--- config.mk ---
export PLATFORM = sky130hd
export DESIGN_NAME = btn_event_gen
export DESIGN_NICKNAME = d
export VERILOG_FILES = /design/src/rtl/btn_pkg.sv /design/src/rtl/btn_chan.sv /design/src/rtl/btn_event_gen.sv
export SDC_FILE = /design/constraint.sdc
export NUM_CORES = 1
export LEC_CHECK = 0
export CORE_ASPECT_RATIO = 1.1
export CORE_MARGIN = 2
export CORE_UTILIZATION = 59
export DETAILED_ROUTE_END_ITERATION = 16
export GPL_TIMING_DRIVEN = 0
export PLACE_DENSITY = 0.79
export SLEW_MARGIN = 0
export SYNTH_ARGS = -nofsm -noshare
export SYNTH_HDL_FRONTEND = slang
export SYNTH_SLANG_ARGS = --single-unit
--- constraint.sdc ---
create_clock -name clk -period 2.2 [get_ports clk]
set_input_delay 0.44 -clock clk [delete_from_list [all_inputs] [get_ports clk]]
set_output_delay 0.44 -clock clk [all_outputs]
set_load 0.05 [all_outputs]
--- src/rtl/btn_pkg.sv ---
// btn_pkg -- shared definitions for the push-button event generator.
//
// Contents:
//   btn_state_t  per-channel debounce FSM state (2 bits)
//   DEF_*        default values for the btn_event_gen parameters
//   max_int      helper used to size the optional auto-repeat counter
//
// Optional feature macro used by the files that import this package:
//   BTN_REPEAT_EN  enables press_pulse auto-repeat while a button is held.

package btn_pkg;

   typedef enum logic [1:0] {
      IDLE       = 2'd0,
      PRESS_WAIT = 2'd1,
      HELD       = 2'd2,
      REL_WAIT   = 2'd3
   } btn_state_t;

   localparam int DEF_TICK_DIV        = 100000;  // 1 ms tick at 100 MHz
   localparam int DEF_DB_TICKS        = 10;
   localparam int DEF_REP_DELAY_TICKS = 500;
   localparam int DEF_REP_RATE_TICKS  = 100;

   function automatic int max_int(input int a, input int b);
      return (a > b) ? a : b;
   endfunction

endpackage

--- src/rtl/btn_chan.sv ---
// btn_chan -- one push-button channel: 2-FF synchroniser, tick-based
// debounce FSM and registered one-clock press/release pulses.
//
// Ports:
//   clk            system clock, rising edge
//   rst_n          asynchronous active-low reset
//   tick           one-clock debounce tick from the shared prescaler
//   btn            raw asynchronous button input, active high
//   level          debounced level
//   press_pulse    one-clock pulse on accepted press (and auto-repeat)
//   release_pulse  one-clock pulse on accepted release
//
// Macro BTN_REPEAT_EN: when defined, press_pulse repeats after
// REP_DELAY_TICKS ticks in HELD and then every REP_RATE_TICKS ticks.

module btn_chan
   import btn_pkg::*;
#(
   parameter int DB_TICKS        = DEF_DB_TICKS,
   parameter int REP_DELAY_TICKS = DEF_REP_DELAY_TICKS,
   parameter int REP_RATE_TICKS  = DEF_REP_RATE_TICKS
) (
   input  logic clk,
   input  logic rst_n,
   input  logic tick,
   input  logic btn,
   output logic level,
   output logic press_pulse,
   output logic release_pulse
);

   localparam int CNT_W = $clog2(DB_TICKS + 1);
   localparam logic [CNT_W-1:0] CNT_LAST = CNT_W'(DB_TICKS - 1);

   logic             meta;
   logic             sync;
   btn_state_t       state;
   logic [CNT_W-1:0] cnt;

   always_ff @(posedge clk or negedge rst_n) begin
      if (!rst_n) begin
         meta <= 1'b0;
         sync <= 1'b0;
      end else begin
         meta <= btn;
         sync <= meta;
      end
   end

`ifdef BTN_REPEAT_EN
   localparam int REP_W = $clog2(max_int(REP_DELAY_TICKS, REP_RATE_TICKS) + 1);
   localparam logic [REP_W-1:0] REP_DELAY = REP_W'(REP_DELAY_TICKS);
   localparam logic [REP_W-1:0] REP_RATE  = REP_W'(REP_RATE_TICKS);

   logic [REP_W-1:0] rep_cnt;
   logic             rep_armed;  // first repeat already issued -> use rate
   logic [REP_W-1:0] rep_next;
   logic             rep_hit;

   assign rep_next = rep_cnt + REP_W'(1);
   assign rep_hit  = rep_armed ? (rep_next == REP_RATE) : (rep_next == REP_DELAY);
`else
   // Repeat parameters have no effect when auto-repeat is not built.
   if (REP_DELAY_TICKS < 1 || REP_RATE_TICKS < 1) begin : g_rep_unused
   end
`endif

   always_ff @(posedge clk or negedge rst_n) begin
      if (!rst_n) begin
         state         <= IDLE;
         cnt           <= '0;
         level         <= 1'b0;
         press_pulse   <= 1'b0;
         release_pulse <= 1'b0;
`ifdef BTN_REPEAT_EN
         rep_cnt       <= '0;
         rep_armed     <= 1'b0;
`endif
      end else begin
         press_pulse   <= 1'b0;
         release_pulse <= 1'b0;
         case (state)
            IDLE: begin
               if (sync) begin
                  state <= PRESS_WAIT;
                  cnt   <= '0;
               end
            end
            PRESS_WAIT: begin
               if (!sync) begin
                  state <= IDLE;
               end else if (tick) begin
                  if (cnt == CNT_LAST) begin
                     state       <= HELD;
                     level       <= 1'b1;
                     press_pulse <= 1'b1;
`ifdef BTN_REPEAT_EN
                     rep_cnt     <= '0;
                     rep_armed   <= 1'b0;
`endif
                  end else begin
                     cnt <= cnt + CNT_W'(1);
                  end
               end
            end
            HELD: begin
               if (!sync) begin
                  state <= REL_WAIT;
                  cnt   <= '0;
               end
`ifdef BTN_REPEAT_EN
               // Repeat count survives short release bounces (REL_WAIT holds it).
               else if (tick) begin
                  if (rep_hit) begin
                     press_pulse <= 1'b1;
                     rep_cnt     <= '0;
                     rep_armed   <= 1'b1;
                  end else begin
                     rep_cnt <= rep_next;
                  end
               end
`endif
            end
            REL_WAIT: begin
               if (sync) begin
                  state <= HELD;
               end else if (tick) begin
                  if (cnt == CNT_LAST) begin
                     state         <= IDLE;
                     level         <= 1'b0;
                     release_pulse <= 1'b1;
                  end else begin
                     cnt <= cnt + CNT_W'(1);
                  end
               end
            end
            default: state <= IDLE;
         endcase
      end
   end

endmodule

--- src/rtl/btn_event_gen.sv ---
// btn_event_gen -- multi-channel push-button front end.
// Shared debounce-tick prescaler plus N_CH independent btn_chan instances.
//
// Ports:
//   clk            system clock, rising edge
//   rst_n          asynchronous active-low reset
//   btn_in         raw button inputs, active high, asynchronous
//   btn_level      debounced level per channel
//   press_pulse    one-clock pulse per channel on accepted press / repeat
//   release_pulse  one-clock pulse per channel on accepted release
//   any_press      OR of press_pulse (registered bits, so glitch-free)
//
// Macro BTN_REPEAT_EN: enables press_pulse auto-repeat in every channel.

module btn_event_gen
   import btn_pkg::*;
#(
   parameter int N_CH            = 4,
   parameter int TICK_DIV        = DEF_TICK_DIV,
   parameter int DB_TICKS        = DEF_DB_TICKS,
   parameter int REP_DELAY_TICKS = DEF_REP_DELAY_TICKS,
   parameter int REP_RATE_TICKS  = DEF_REP_RATE_TICKS
) (
   input  logic            clk,
   input  logic            rst_n,
   input  logic [N_CH-1:0] btn_in,
   output logic [N_CH-1:0] btn_level,
   output logic [N_CH-1:0] press_pulse,
   output logic [N_CH-1:0] release_pulse,
   output logic            any_press
);

   // TICK_DIV=1 keeps a 1-bit counter pinned at 0, so tick is always high.
   localparam int PS_W = (TICK_DIV > 1) ? $clog2(TICK_DIV) : 1;
   localparam logic [PS_W-1:0] PS_LAST = PS_W'(TICK_DIV - 1);

   logic [PS_W-1:0] ps_count;
   logic            tick;

   assign tick = (ps_count == PS_LAST);

   always_ff @(posedge clk or negedge rst_n) begin
      if (!rst_n) begin
         ps_count <= '0;
      end else if (tick) begin
         ps_count <= '0;
      end else begin
         ps_count <= ps_count + PS_W'(1);
      end
   end

   for (genvar gi = 0; gi < N_CH; gi++) begin : g_chan
      btn_chan #(
         .DB_TICKS        (DB_TICKS),
         .REP_DELAY_TICKS (REP_DELAY_TICKS),
         .REP_RATE_TICKS  (REP_RATE_TICKS)
      ) u_chan (
         .clk           (clk),
         .rst_n         (rst_n),
         .tick          (tick),
         .btn           (btn_in[gi]),
         .level         (btn_level[gi]),
         .press_pulse   (press_pulse[gi]),
         .release_pulse (release_pulse[gi])
      );
   end

   assign any_press = |press_pulse;

endmodule

# Word level (Yosys, flattened, before mapping)
# Index checks and enable logic that the tools add are counted.
op_classes:
  reduce_logical: 21
  eq_ne: 65
  mux: 117
  add_sub_neg: 5
ops:
  columns: ["cell", "count"]
  rows:
  - ["2-to-1 mux 4 bit", 24]
  - ["2-to-1 mux 2 bit", 32]
  - ["case mux 4 bit (4 select lines)", 4]
  - ["2-to-1 mux 1 bit", 48]
  - ["!= test 2 x 1 -> 1 bit, second input constant", 18]
  - ["case mux 2 bit (4 select lines)", 4]
  - ["!= test 2 bit, second input constant", 14]
  - ["AND reduction 7 bit", 4]
  - ["AND reduction 6 bit", 4]
  - ["!= test 3 bit, second input constant", 7]
  - ["adder 17 x 1 -> 17 bit, second input constant", 1]
  - ["== test 17 bit, second input constant", 1]
  - ["2-to-1 mux 17 bit", 1]
  - ["adder 4 x 1 -> 4 bit, second input constant", 4]
  - ["== test 2 bit, second input constant", 8]
  - ["== test 4 bit, second input constant", 4]
  - ["AND reduction 4 bit", 4]
  - ["!= test 3 x 1 -> 1 bit, second input constant", 5]
  - ["!= test 3 x 2 -> 1 bit, second input constant", 4]
  - ["== test 2 x 1 -> 1 bit, second input constant", 4]
  - ["zero test 2 bit", 4]
  - ["case mux 1 bit (2 select lines)", 4]
  - ["nonzero test 2 bit", 4]
  - ["OR reduction 4 bit", 1]
word_totals:
  output_inout_bits: 13
  in_bits: 6
  word_cells: 237
  register_bits: 61

# Depth between registers and ports, before layout
logic_depth:
  depth_word: 5
  depth_mapped: 8
  ltp_nobuf: 6

# Modules after synthesis
# Synthesis repeated with hierarchy kept, for this count alone.
unflattened:
  cells_unflattened: 274
  area_unflattened_um2: 2985.4
modules_own_cells:
  columns: ["module", "cells_per_inst", "instances", "area_per_inst_um2"]
  rows:
  - ["btn_chan (g_chan[1].u_chan ...)", 49, 3, 544.3]
  - ["btn_event_gen", 75, 1, 800.8]
  - ["btn_chan (g_chan[0].u_chan)", 52, 1, 551.8]

# Worst setup path after synthesis
# OpenSTA, ideal clock, no wires.
synth_path:
  path_kind: "register to register"
  start: "reg ps_count[0]"
  end: "reg g_chan[1].u_chan.cnt[2]"
  setup_time_ns: 0.120
  stages_incl_launch_ff: 8
  arrival_ns: 1.723
  path_slack_ns: 0.357
  required_ns: 2.080
  path_cell_list: "dfrtp_1 ha_1 and4_1 buf_4 and4_1 buf_6 a32o_1 a31o_2"
synth_via:
  elab_chain_len: 4
  word_cells_on_any_way: 5
synth_rtl:
  columns: ["element", "line_no", "text"]
  rows:
  - ["start, declared", "btn_event_gen.sv:37", "logic [PS_W-1:0] ps_count;"]
  - ["start signal, assigned", "btn_event_gen.sv:48", "ps_count <= ps_count + PS_W'(1);"]
  - ["== test 17 bit (*)", "btn_event_gen.sv:40", "assign tick = (ps_count == PS_LAST);"]
  - ["2-to-1 mux 4 bit (*)", null, null]
  - ["2-to-1 mux 4 bit, on equally long branches", null, null]
  - ["case mux 4 bit (4 select lines) (*)", null, null]
  - ["end signal, assigned", "btn_chan.sv:102", "cnt <= cnt + CNT_W'(1);"]
  - ["end signal, assigned", "btn_chan.sv:133", "cnt <= cnt + CNT_W'(1);"]
  - ["end, declared", "btn_chan.sv:38", "logic [CNT_W-1:0] cnt;"]
# Every way passes the cells marked *; elsewhere a longest branch is shown, timed or not. The select of a mux whose other input is x is not followed.
# A chain may end at the register's enable or synchronous reset.

# Worst setup path after layout
layout_path:
  start: "reg g_chan[1].u_chan.press_pulse"
  end: "out any_press"
layout_via:
  elab_chain_len: 1
layout_rtl:
  columns: ["element", "line_no", "text"]
  rows:
  - ["start, declared", "btn_chan.sv:28", "output logic press_pulse,"]
  - ["start signal, assigned", "btn_chan.sv:73", "press_pulse <= 1'b0;"]
  - ["start signal, assigned", "btn_chan.sv:80", "press_pulse <= 1'b0;"]
  - ["start signal, assigned", "btn_chan.sv:96", "press_pulse <= 1'b1;"]
  - ["OR reduction 4 bit", "btn_event_gen.sv:68", "assign any_press = |press_pulse;"]
  - ["end, declared", "btn_event_gen.sv:30", "output logic any_press"]
# Every way passes these cells.

==> results.txt <==
Using the TritonRoute via totals, the vias-per-cell ratio works out to 5.846. Data arrives at the worst endpoint at 1660 ps. For this run, the leading register cell type out of synthesis is sky130_fd_sc_hd__dfrtp_1.

The tree is rooted in a sky130_fd_sc_hd__clkbuf_8. The finished cells cover 0.003537 mm2. The run gives 0 as the initial antenna violation count. Detailed placement ended at an HPWL of 3744 um. The maximum number of pins on one net before global-route repair is 33, and the DRC marker count from the first detailed-route iteration is 156. Number of iterations in the first detailed-routing pass: 5. The via count of the first global-routing pass is 2,060, and the post-synthesis register bit count is 61. The tools report the hold violation total from the final report as 0. Once detail routing completed, the nets flagged for antenna violations numbered 0. For the worst setup path, the data required time is 1760 ps. Measured along the x axis, the die boundary spans 72.64 um. Count of port buffers added during placement: 18. In this run the cell area of the synthesized design comes to 0.003058 mm2. The run finished with clean final reports. The clock reaches the later pin of the worst-skew pair after 340 ps. In this run the worst path has a maximum fanout of 2. Once the floorplan was initialized, standard cells occupied 61.16% of the core. The first global-routing pass estimated 9522 um of wire. Library cell with the highest instance count after synthesis: sky130_fd_sc_hd__dfrtp_1. After floorplanning, the core was sized to cover 0.005000 mm2. The tools report the number of max-slew violations in the final report as 0. The growth of design area from synthesis to finish is 15.67%, and the async set-reset flop share out of synthesis is 100.0%. The launching element type of the critical path is a flop. The routed design has 5511 um of wire. The run gives 49.92% as the sequential area share after synthesis. Yosys mapped a number of flops with a built-in enable equal to 0. 0 antenna diodes ended up in the layout. The transition at the pin with the smallest max-transition slack works out to 753.3 ps. The die height came out at 79.51 um. The adder-cell share of the synthesized area is 3.682%, and the share of post-route cells with drive strength above 1 is 17.25%. The run gives 0.005775 mm2 as the floorplan die area. The analysis attributes to cell leakage a power of 1.582 nW. The run gives 0 as the count of unresolved DRC violations after routing. Ranked by total cell area, the synthesized netlist is headed by sky130_fd_sc_hd__dfrtp_1 (50%), sky130_fd_sc_hd__a21oi_1 (3.9%), sky130_fd_sc_hd__xnor2_1 (3.7%).

The tools report the placement row count as 27. The routed wirelength normalized by instance count came out at 14.85 um. The remaining global-route overflow was 0.

Summing the areas of all compound-gate instances in the mapped netlist gives 10.19% of the synthesized area. After clock tree synthesis, the clock-pin slew on the worst setup and hold paths is 60 ps. The tools report the number of buffers inserted by post-CTS setup repair as 0.

The maximum level of the CTS H-tree came out at 3. The sequential cells in the finished layout cover a total of 0.001526 mm2. During synthesis, Yosys emitted a total of 0 warnings. After filler insertion, the fill cell instance count of the layout stands at 397. TritonCTS built the clock tree. Routability-driven placement finished with a final weighted congestion of 0.7649.

Setup repair after global routing left no endpoint under its margin. Synthesis handed over a netlist of 279 instances. The highest ir drop seen on vdd came out at 0.4465 mV. The tools report the maximum clock insertion buffer count as 2.

Nature of the critical path endpoint: an output pin. Across the routed clock network, the largest skew measured is 9.033 ps. The run gives 2,169 as the number of vias after detailed routing. The average instance in the mapped netlist occupies 10.96 um2. The critical path in this run is classified as flop to output pin. Clock tree synthesis found a total of 61 sinks.

The worst-case hold slack came out at 127.4 ps. The count of different cell masters after synthesis was 49; the mux cell area share after synthesis was 3.273%. The number of placed instances, taps included, is 356. The number of nets in the synthesized netlist is 294.

The time the worst path needs with I/O delays and setup is 2099 ps, and the aggregate negative setup slack is 0 ps. Based on the critical path, the design can be clocked at up to 476.4 MHz. After synthesis, the most frequently instantiated cells are sky130_fd_sc_hd__dfrtp_1 (61), sky130_fd_sc_hd__a21oi_1 (24), sky130_fd_sc_hd__nand2_1 (17), sky130_fd_sc_hd__buf_4 (13), sky130_fd_sc_hd__xnor2_1 (13).

Final non-filler cell total: 371. The post-synthesis share of cell area spent on xor and xnor gates works out to 4.583%. The placed standard-cell area is 0.003326 mm2. Count of final setup violators: 0. The logs give 21.91% for the total global-route track usage and 19 for the number of top-level pins. The combinational family with the most area after synthesis was simple AND/OR/NAND/NOR gates. In this run, CTS created clock tree buffers numbering 9. The worst pin sits at a relative slew slack of 49.42%. At the end of the flow, the number of nets in the layout was 324. Share of the clock period used by the worst path after layout: 95.41%. The fraction of synthesized cell area taken by the top area cell type works out to 49.92%. The min-delay analysis places its worst path in the category input pin to async pin. The area used by multi-input combinational logic came out at 0.001349 mm2.

Power spread over the standard cell area amounts to 644.8 mW/mm2. The synthesized netlist devotes 22.38% of its cell area to simple gates. Cell taking the most area after synthesis: sky130_fd_sc_hd__dfrtp_1. The run gives 0 as the number of max-cap violations.
## registers in the layout, summed over array words and instances (netlist names), named ones only
signal                       count
ps_count                        17
g_chan.u_chan.cnt               16
g_chan.u_chan.level              4
g_chan.u_chan.meta               4
g_chan.u_chan.press_pulse        4
g_chan.u_chan.release_pulse      4
g_chan.u_chan.state              4
g_chan.u_chan.sync               4
## stage by stage
stage | setup WS, ps | utilization, % | total power [mW]
after floorplan | 356.9 | - | 1.190
final | 100.9 | 70.75 | 2.281
after CTS | 80.07 | 70.75 | 2.301
after global routing | 56.74 | 70.75 | 2.367
after detailed placement | 160.8 | 66.52 | 1.232
after global placement | -1200 | 66.22 | 1.227
## worst max-delay path: stages (launching register included)
cell                            delay [ps]
sky130_fd_sc_hd__dfrtp_1               380
sky130_fd_sc_hd__or4_1                 510
sky130_fd_sc_hd__dlygate4sd2_1         440
## repair_timing
action / 4_1_cts / 5_1_grt
hold buffers: 0 / 0
resized for setup: 1 / 0
setup endpoints to repair: 1 / 0
## final cells by class
class | count | share of cell area, %
plain buffers | 23 | 4.316
repair buffers | 19 | 5.483
flip-flops and latches | 61 | 43.16
well taps | 58 | 2.052
inverters | 8 | 0.8490
clock buffers | 10 | 3.891
multi-input cells | 187 | 38.13
clock inverters | 5 | 2.122
## routing by layer
| metal | vias up | GRT usage (%) | share of wire [%] |
|---|---|---|---|
| met5 | - | 0 | 0 |
| li1 | 1057 | - | - |
| met2 | 51 | 33.73 | 49 |
| met3 | 10 | 4.545 | 4.0 |
| met1 | 1051 | 28.88 | 45 |
| met4 | 0 | 11.85 | 2.1 |
## cell usage in the layout (no fill, tap or decap), drive strengths merged, types with 8 or more instances in the layout
| cell type | n |
|---|---|
| nand2 | 18 |
| inv | 8 |
| nor3 | 13 |
| nor3b | 8 |
| nor2 | 11 |
| dfrtp | 61 |
| clkdlybuf4s50 | 16 |
| nand3 | 14 |
| a21oi | 24 |
| clkbuf | 16 |
| buf | 19 |
| and3 | 8 |
| xnor2 | 13 |
| ha | 9 |
## power by group
group | internal (mW) | leakage, nW | switching [mW]
clock | 0.656 | 0.112 | 0.414
combinational | 0.0216 | 0.660 | 0.0468
sequential | 1.13 | 0.810 | 0.00974
## kinds of logic (layout without fill, tap and decap cells)
kind of cell / count (synthesis) / in the layout
buf+inv: 31 / 65
simple gates: 104 / 104
compound gates: 50 / 50
mux: 8 / 8
fa+ha+maj: 9 / 9
xor+xnor: 16 / 16
flops: 61 / 61
## worst paths after layout
check / slack (ps) / endpoint / cells after the start / start
max: 100 / any_press / 2 / g_chan[1].u_chan.press_pulse
min: 130 / ps_count[7] / 1 / rst_n
max reg2reg: 200 / g_chan[1].u_chan.cnt[1] / 6 / ps_count[0]
min reg2reg: 360 / g_chan[3].u_chan.sync / 0 / g_chan[3].u_chan.meta
max in group asynchronous: 1480 / g_chan[3].u_chan.press_pulse / 2 / rst_n
min in group clk: 360 / g_chan[3].u_chan.sync / 0 / g_chan[3].u_chan.meta
Note: power is estimated with default switching activity, not from simulation.
